## src/rtl/seg7_pkg.sv

```systemverilog
// Shared types, constants and hex decode table for the
// 2-digit 7-segment display arbiter.
package seg7_pkg;

  typedef enum logic [1:0] {
    S_D0   = 2'd0,
    S_BLK0 = 2'd1,
    S_D1   = 2'd2,
    S_BLK1 = 2'd3
  } scan_e;

  typedef enum logic [1:0] {
    ARB_IDLE = 2'd0,
    ARB_A    = 2'd1,
    ARB_B    = 2'd2
  } arb_e;

  localparam logic [6:0] SEG_BLANK = 7'b1111111;
  localparam logic [1:0] AN_OFF    = 2'b11;

  // Active-low segments, bit order {g,f,e,d,c,b,a}
  function automatic logic [6:0] hex_to_seg(
    input logic [3:0] d
  );
    logic [6:0] s;
    s = SEG_BLANK;
    unique case (d)
      4'h0: s = 7'b1000000;
      4'h1: s = 7'b1111001;
      4'h2: s = 7'b0100100;
      4'h3: s = 7'b0110000;
      4'h4: s = 7'b0011001;
      4'h5: s = 7'b0010010;
      4'h6: s = 7'b0000010;
      4'h7: s = 7'b1111000;
      4'h8: s = 7'b0000000;
      4'h9: s = 7'b0010000;
      4'hA: s = 7'b0001000;
      4'hB: s = 7'b0000011;
      4'hC: s = 7'b1000110;
      4'hD: s = 7'b0100001;
      4'hE: s = 7'b0000110;
      4'hF: s = 7'b0001110;
      default: s = SEG_BLANK;
    endcase
    return s;
  endfunction

endpackage

```

## src/rtl/seg7_disp_arbiter_hex_dec.sv

```systemverilog
// Combinational hex digit to active-low 7-segment decoder.
// Ports: hex (4-bit digit in), seg (7-bit active-low out).
module seg7_hex_dec
  import seg7_pkg::*;
(
  input  logic [3:0] hex,
  output logic [6:0] seg
);

  always_comb begin
    seg = hex_to_seg(hex);
  end

endmodule

```

## src/rtl/seg7_disp_arbiter.sv

```systemverilog
// Round-robin owner of a 2-digit muxed 7-seg display.
// Ports: clk, rst_n (sync, low), req[1:0] (B,A),
// a/b_digit0/1 (hex), gnt (one-hot owner), SEG, AN.
// Optional: SEG7_LZB_EN blanks a leading zero on digit1.
module seg7_disp_arbiter
  import seg7_pkg::*;
#(
  parameter int CLK_DIV   = 50000,
  parameter int BLANK_CYC = 2,
  parameter int HOLD_CYC  = 1000000
) (
  input  logic       clk,
  input  logic       rst_n,
  input  logic [1:0] req,
  input  logic [3:0] a_digit0,
  input  logic [3:0] a_digit1,
  input  logic [3:0] b_digit0,
  input  logic [3:0] b_digit1,
  output logic [1:0] gnt,
  output logic [6:0] SEG,
  output logic [1:0] AN
);

  localparam int DIV_W  = $clog2(CLK_DIV + BLANK_CYC + 1);
  localparam int HOLD_W = $clog2(HOLD_CYC + 1);

  localparam logic [DIV_W-1:0] DIV_MAX =
    DIV_W'(CLK_DIV - 1);
  // Unreachable when BLANK_CYC is 0 (blank states skipped)
  localparam logic [DIV_W-1:0] BLK_MAX =
    DIV_W'(BLANK_CYC - 1);
  localparam logic [HOLD_W-1:0] HOLD_MAX =
    HOLD_W'(HOLD_CYC - 1);
  localparam bit NO_BLANK = (BLANK_CYC == 0);

  arb_e              arb_q, arb_d;
  logic [1:0]        gnt_q, gnt_d;
  logic [HOLD_W-1:0] hold_q, hold_d;
  logic              prio_b_q, prio_b_d;

  scan_e             scan_q, scan_d;
  logic [DIV_W-1:0]  div_q, div_d;
  logic [3:0]        snap_q, snap_d;
  logic              snap_on_q, snap_on_d;
  logic [6:0]        seg_q, seg_d;
  logic [1:0]        an_q, an_d;

  logic [6:0]        dec_seg;
  logic              lz_blank;

  seg7_hex_dec u_dec (
    .hex (snap_q),
    .seg (dec_seg)
  );

`ifdef SEG7_LZB_EN
  assign lz_blank = (snap_q == 4'h0);
`else
  assign lz_blank = 1'b0;
`endif

  // Arbiter next state
  always_comb begin
    arb_d    = arb_q;
    prio_b_d = prio_b_q;
    hold_d   = (hold_q == HOLD_MAX) ? hold_q
                                    : hold_q + 1'b1;
    unique case (arb_q)
      ARB_IDLE: begin
        if (req == 2'b11)
          arb_d = prio_b_q ? ARB_B : ARB_A;
        else if (req[0])
          arb_d = ARB_A;
        else if (req[1])
          arb_d = ARB_B;
      end
      ARB_A: begin
        if (!req[0])
          arb_d = req[1] ? ARB_B : ARB_IDLE;
        else if (req[1] && hold_q == HOLD_MAX)
          arb_d = ARB_B;
      end
      ARB_B: begin
        if (!req[1])
          arb_d = req[0] ? ARB_A : ARB_IDLE;
        else if (req[0] && hold_q == HOLD_MAX)
          arb_d = ARB_A;
      end
      default: arb_d = ARB_IDLE;
    endcase
    if (arb_d != arb_q)
      hold_d = '0;
    // Favour the side not served most recently
    if (arb_d == ARB_A)
      prio_b_d = 1'b1;
    else if (arb_d == ARB_B)
      prio_b_d = 1'b0;
    gnt_d = {arb_d == ARB_B, arb_d == ARB_A};
  end

  // Scan sequencer and digit snapshot
  always_comb begin
    scan_d    = scan_q;
    div_d     = div_q + 1'b1;
    snap_d    = snap_q;
    snap_on_d = snap_on_q;
    unique case (scan_q)
      S_D0: begin
        if (div_q == DIV_MAX)
          scan_d = NO_BLANK ? S_D1 : S_BLK0;
      end
      S_BLK0: begin
        if (div_q == BLK_MAX)
          scan_d = S_D1;
      end
      S_D1: begin
        if (div_q == DIV_MAX)
          scan_d = NO_BLANK ? S_D0 : S_BLK1;
      end
      S_BLK1: begin
        if (div_q == BLK_MAX)
          scan_d = S_D0;
      end
      default: scan_d = S_D0;
    endcase
    if (scan_d != scan_q)
      div_d = '0;
    // Latch the owner's digit once per phase so a
    // grant change never tears a lit digit
    if (scan_d != scan_q && scan_d == S_D0) begin
      snap_d    = gnt_q[1] ? b_digit0 : a_digit0;
      snap_on_d = |gnt_q;
    end
    if (scan_d != scan_q && scan_d == S_D1) begin
      snap_d    = gnt_q[1] ? b_digit1 : a_digit1;
      snap_on_d = |gnt_q;
    end
  end

  // Pin drive, one cycle behind scan state
  always_comb begin
    an_d  = AN_OFF;
    seg_d = SEG_BLANK;
    unique case (scan_q)
      S_D0: begin
        if (snap_on_q) begin
          an_d  = 2'b10;
          seg_d = dec_seg;
        end
      end
      S_D1: begin
        if (snap_on_q && !lz_blank) begin
          an_d  = 2'b01;
          seg_d = dec_seg;
        end
      end
      default: begin
        an_d  = AN_OFF;
        seg_d = SEG_BLANK;
      end
    endcase
  end

  always_ff @(posedge clk) begin
    if (!rst_n) begin
      arb_q     <= ARB_IDLE;
      gnt_q     <= 2'b00;
      hold_q    <= '0;
      prio_b_q  <= 1'b0;
      scan_q    <= S_D0;
      div_q     <= '0;
      snap_q    <= 4'h0;
      snap_on_q <= 1'b0;
      seg_q     <= SEG_BLANK;
      an_q      <= AN_OFF;
    end else begin
      arb_q     <= arb_d;
      gnt_q     <= gnt_d;
      hold_q    <= hold_d;
      prio_b_q  <= prio_b_d;
      scan_q    <= scan_d;
      div_q     <= div_d;
      snap_q    <= snap_d;
      snap_on_q <= snap_on_d;
      seg_q     <= seg_d;
      an_q      <= an_d;
    end
  end

  assign gnt = gnt_q;
  assign SEG = seg_q;
  assign AN  = an_q;

endmodule

```

## config.mk

```make
export PLATFORM = sky130hd
export DESIGN_NAME = seg7_disp_arbiter
export DESIGN_NICKNAME = d
export VERILOG_FILES = /design/src/rtl/seg7_pkg.sv /design/src/rtl/seg7_disp_arbiter_hex_dec.sv /design/src/rtl/seg7_disp_arbiter.sv
export SDC_FILE = /design/constraint.sdc
export NUM_CORES = 1
export LEC_CHECK = 0
export ABC_AREA = 1
export CORE_AREA = 8 8 110 112
export CTS_CLUSTER_SIZE = 24
export DETAILED_ROUTE_END_ITERATION = 8
export DIE_AREA = 0 0 118 120
export SYNTH_ARGS = -nofsm -noshare
export SYNTH_HDL_FRONTEND = slang
export SYNTH_SLANG_ARGS = --single-unit
```

## constraint.sdc

```tcl
create_clock -name clk -period 3.9 [get_ports clk]
set_input_delay 0.78 -clock clk [delete_from_list [all_inputs] [get_ports clk]]
set_output_delay 0.78 -clock clk [all_outputs]
set_load 0.02 [all_outputs]
```

==> flow_metrics.py <==
metrics = {
    "outcome": {
        "status": "finished, final reports clean",
    },
    "cts": {
        "clock_latency_ns": 0.34,
        "cts.sinks": 57,
        "post_cts_buffers": 0,
        "clk_pin_slew_ns": 0.07,
        "clock_path_buffers": 2,
        "numCtsBuffers": 9,
        "post_cts.resized_instances": 0,
        "root_buffer": "clkbuf_8",
        "cts_tree": "built",
        "htree_levels": 3,
        "hold_buffers": 0,
    },
    "finish": {
        "diodes": 0,
        "syn_to_final_growth_pct": 19.1,
        "fin_area_mm2": 0.00381,
        "drive_gt1_share_pct": 12.6,
        "layout_commonest_cell": "nand2_1",
        "final_cell_mix": "nand2_1 (85), inv_1 (65), dfxtp_1 (57)",
        "fin_nets": 496,
    },
    "grt": {
        "overflow": 0,
        "grt_pass1_vias": 2700,
        "grtUsageMet2_pct": 16.1,
        "gr-max-usage-layer": "met2",
        "grt_max_degree": 21,
        "met3_usage_pct": 2.82,
        "grtUsageMet1_pct": 12.0,
        "grt_antenna_before_repair": 0,
        "grtUsageTotal_pct": 10.0,
        "grt_pass1_wl_um": 11900,
    },
    "yosys": {
        "synth_area_mm2": 0.00320,
        "ys_ff_latch": 57,
        "synth_area_leaders": "dfxtp_1 (36%), nand2_1 (10%), inv_1 (7.6%)",
        "postSynthCellCount": 434,
        "synth_largest_type_area_fraction_pct": 35.6,
        "syn_area_per_cell_um2": 7.38,
        "yosysSeqAreaShare_pct": 35.6,
        "ys_types": 34,
        "synth_top_area_cell": "dfxtp_1",
        "yosysWarnings": 0,
        "syn_nets": 465,
    },
    "drt": {
        "drt-wirelength-per-cell_um": 10.8,
        "route.detailed.drc": 0,
        "drt_wl_total_um": 6610,
        "via_count": 2772,
        "ant_nets": 0,
        "firstDrtPassIters": 4,
        "vias_per_cell": 4.54,
        "first_iter_violations": 186,
    },
    "critical_path": {
        "end_kind": "output port",
        "cp.arrival_ns": 1.57,
        "critPathMaxStageDelay_ns": 0.68,
        "path_class": "reg2out",
        "crit_cells": 1,
        "critical-path-top-delay-family": "buffers and inverters",
        "critPathBufInv": 1,
        "start_kind": "flop",
        "r2r_cells": 9,
        "slowest_stage": "clkdlybuf4s50_1",
        "path_cells": "clkdlybuf4s50_1",
        "cp.required_ns": 3.12,
        "cp_max_fo": 11,
    },
    "place": {
        "hpwl_um": 4840,
        "placed_cell_area_mm2": 0.00361,
        "port_buffers": 30,
        "gp_congestion": 0.805,
    },
    "worst_hold_path": {
        "whs_path_depth": 1,
        "hold_path_class": "reg2reg",
    },
    "timing": {
        "tns_ns": 0,
        "finalHoldViolations": 0,
        "clock_skew_ns": 0.0124,
        "worst_slew_pin_slew_ns": 0.619,
        "maxSlewViolCount": 0,
        "fmax_mhz": 425,
        "fin_crit_ns": 2.35,
        "setup_viol": 0,
        "rsz0062_at_grt": "false",
        "finalCritPeriodShare_pct": 60.3,
        "relSlewSlack_pct": 58.6,
    },
    "die": {
        "start_util_pct": 30.5,
        "fp.dieW_um": 118,
        "die-height_um": 120,
        "boundaryPins": 31,
        "row_count": 38,
        "core-area_mm2": 0.0105,
        "dieArea_mm2": 0.0142,
    },
    "pwr": {
        "ir_drop_uv": 144,
        "power_uw": 1390,
        "power_density_mw_per_mm2": 365,
        "cellLeakagePower_uw": 0.00136,
    },
    "run": {
        "maxCapViolations": 0,
    },
}
==> worst paths after layout <==
path / start / to / slack (ns)
setup reg to reg: div_q[0] / div_q[13] / 1.69
hold / removal: scan_q[1] / AN[1] / 0.43
setup / recovery: gnt[1] / gnt[1] / 1.55
hold reg to reg: scan_q[1] / AN[1] / 0.43
==> synthesized netlist by cell type <==
library cell and count:
inv_1 65, nor3_1 20, a31oi_1 7, nor2_1 44
dfxtp_1 57, clkbuf_2 1, nor2_2 2, a21oi_1 15
o21ai_0 12, nor4_1 3, o311ai_0 2, nand3_2 7
nor3_2 20, xor2_1 14, ha_1 11, nor4_2 1
nor3_4 1, nand4_1 13, buf_4 1, buf_6 4
buf_2 2, xnor2_1 4, inv_2 2, nor2_4 1
or2_2 3, a211oi_1 2, nand2_1 85, clkbuf_1 3
o21bai_1 1, o211ai_1 4, nor3b_1 6, o21a_1 2
nand3_1 13, nand2_2 6
==> cell families after synthesis <==
group	Yosys count	synth area share [%]
adders and majority gates	11	4.30
xor gates and xnor gates	18	4.92
buffers and inverters	78	10.3
DFF	57	35.6
and+or+nand+nor	225	36.6
AOI/OAI and AO/OA	45	8.24
==> metrics by stage <==
| step | hold slack (ns) | util, % | setup slack (ns) | instances |
|---|---|---|---|---|
| after floorplan | 0.393 | - | 1.93 | 434 |
| after global placement | 0.417 | 34.3 | 1.42 | 594 |
| after detailed placement | 0.416 | 34.3 | 1.34 | 594 |
| after CTS | 0.434 | 36.3 | 1.52 | 610 |
| after global routing | 0.467 | 36.3 | 1.42 | 610 |
| final | 0.431 | 36.3 | 1.55 | 610 |
==> cell type report <==
type / count / area (um^2)
fill: 1086 / 6690
multi-input combinational: 299 / 1730
sequential: 57 / 1140
timing repair buffer: 31 / 308
inverter: 67 / 251
tap: 140 / 175
clock buffer: 12 / 155
clock inverter: 4 / 51.3
==> sequential cells by signal, summed over array words and instances, names as in the netlist <==
| signal | count |
|---|---|
| prio_b_q | 1 |
| snap_q | 4 |
| arb_q | 2 |
| AN | 2 |
| SEG | 7 |
| hold_q | 20 |
| snap_on_q | 1 |
| scan_q | 2 |
| div_q | 16 |
| gnt | 2 |
==> report_power, final <==
group,internal [uW],leakage (uW),switching (uW)
Clock,330,0.000103,236
Combinational,68.1,0.000792,135
Sequential,602,0.000461,22.1
Total,1000,0.00136,393
==> routing by layer <==
layer  vias up  wire [um]
met5         -          0
met4         0        114
met3         8        241
met2        34       3090
met1      1262       3170
li1       1468          -
No activity file was read; power rests on OpenSTA's default activity.
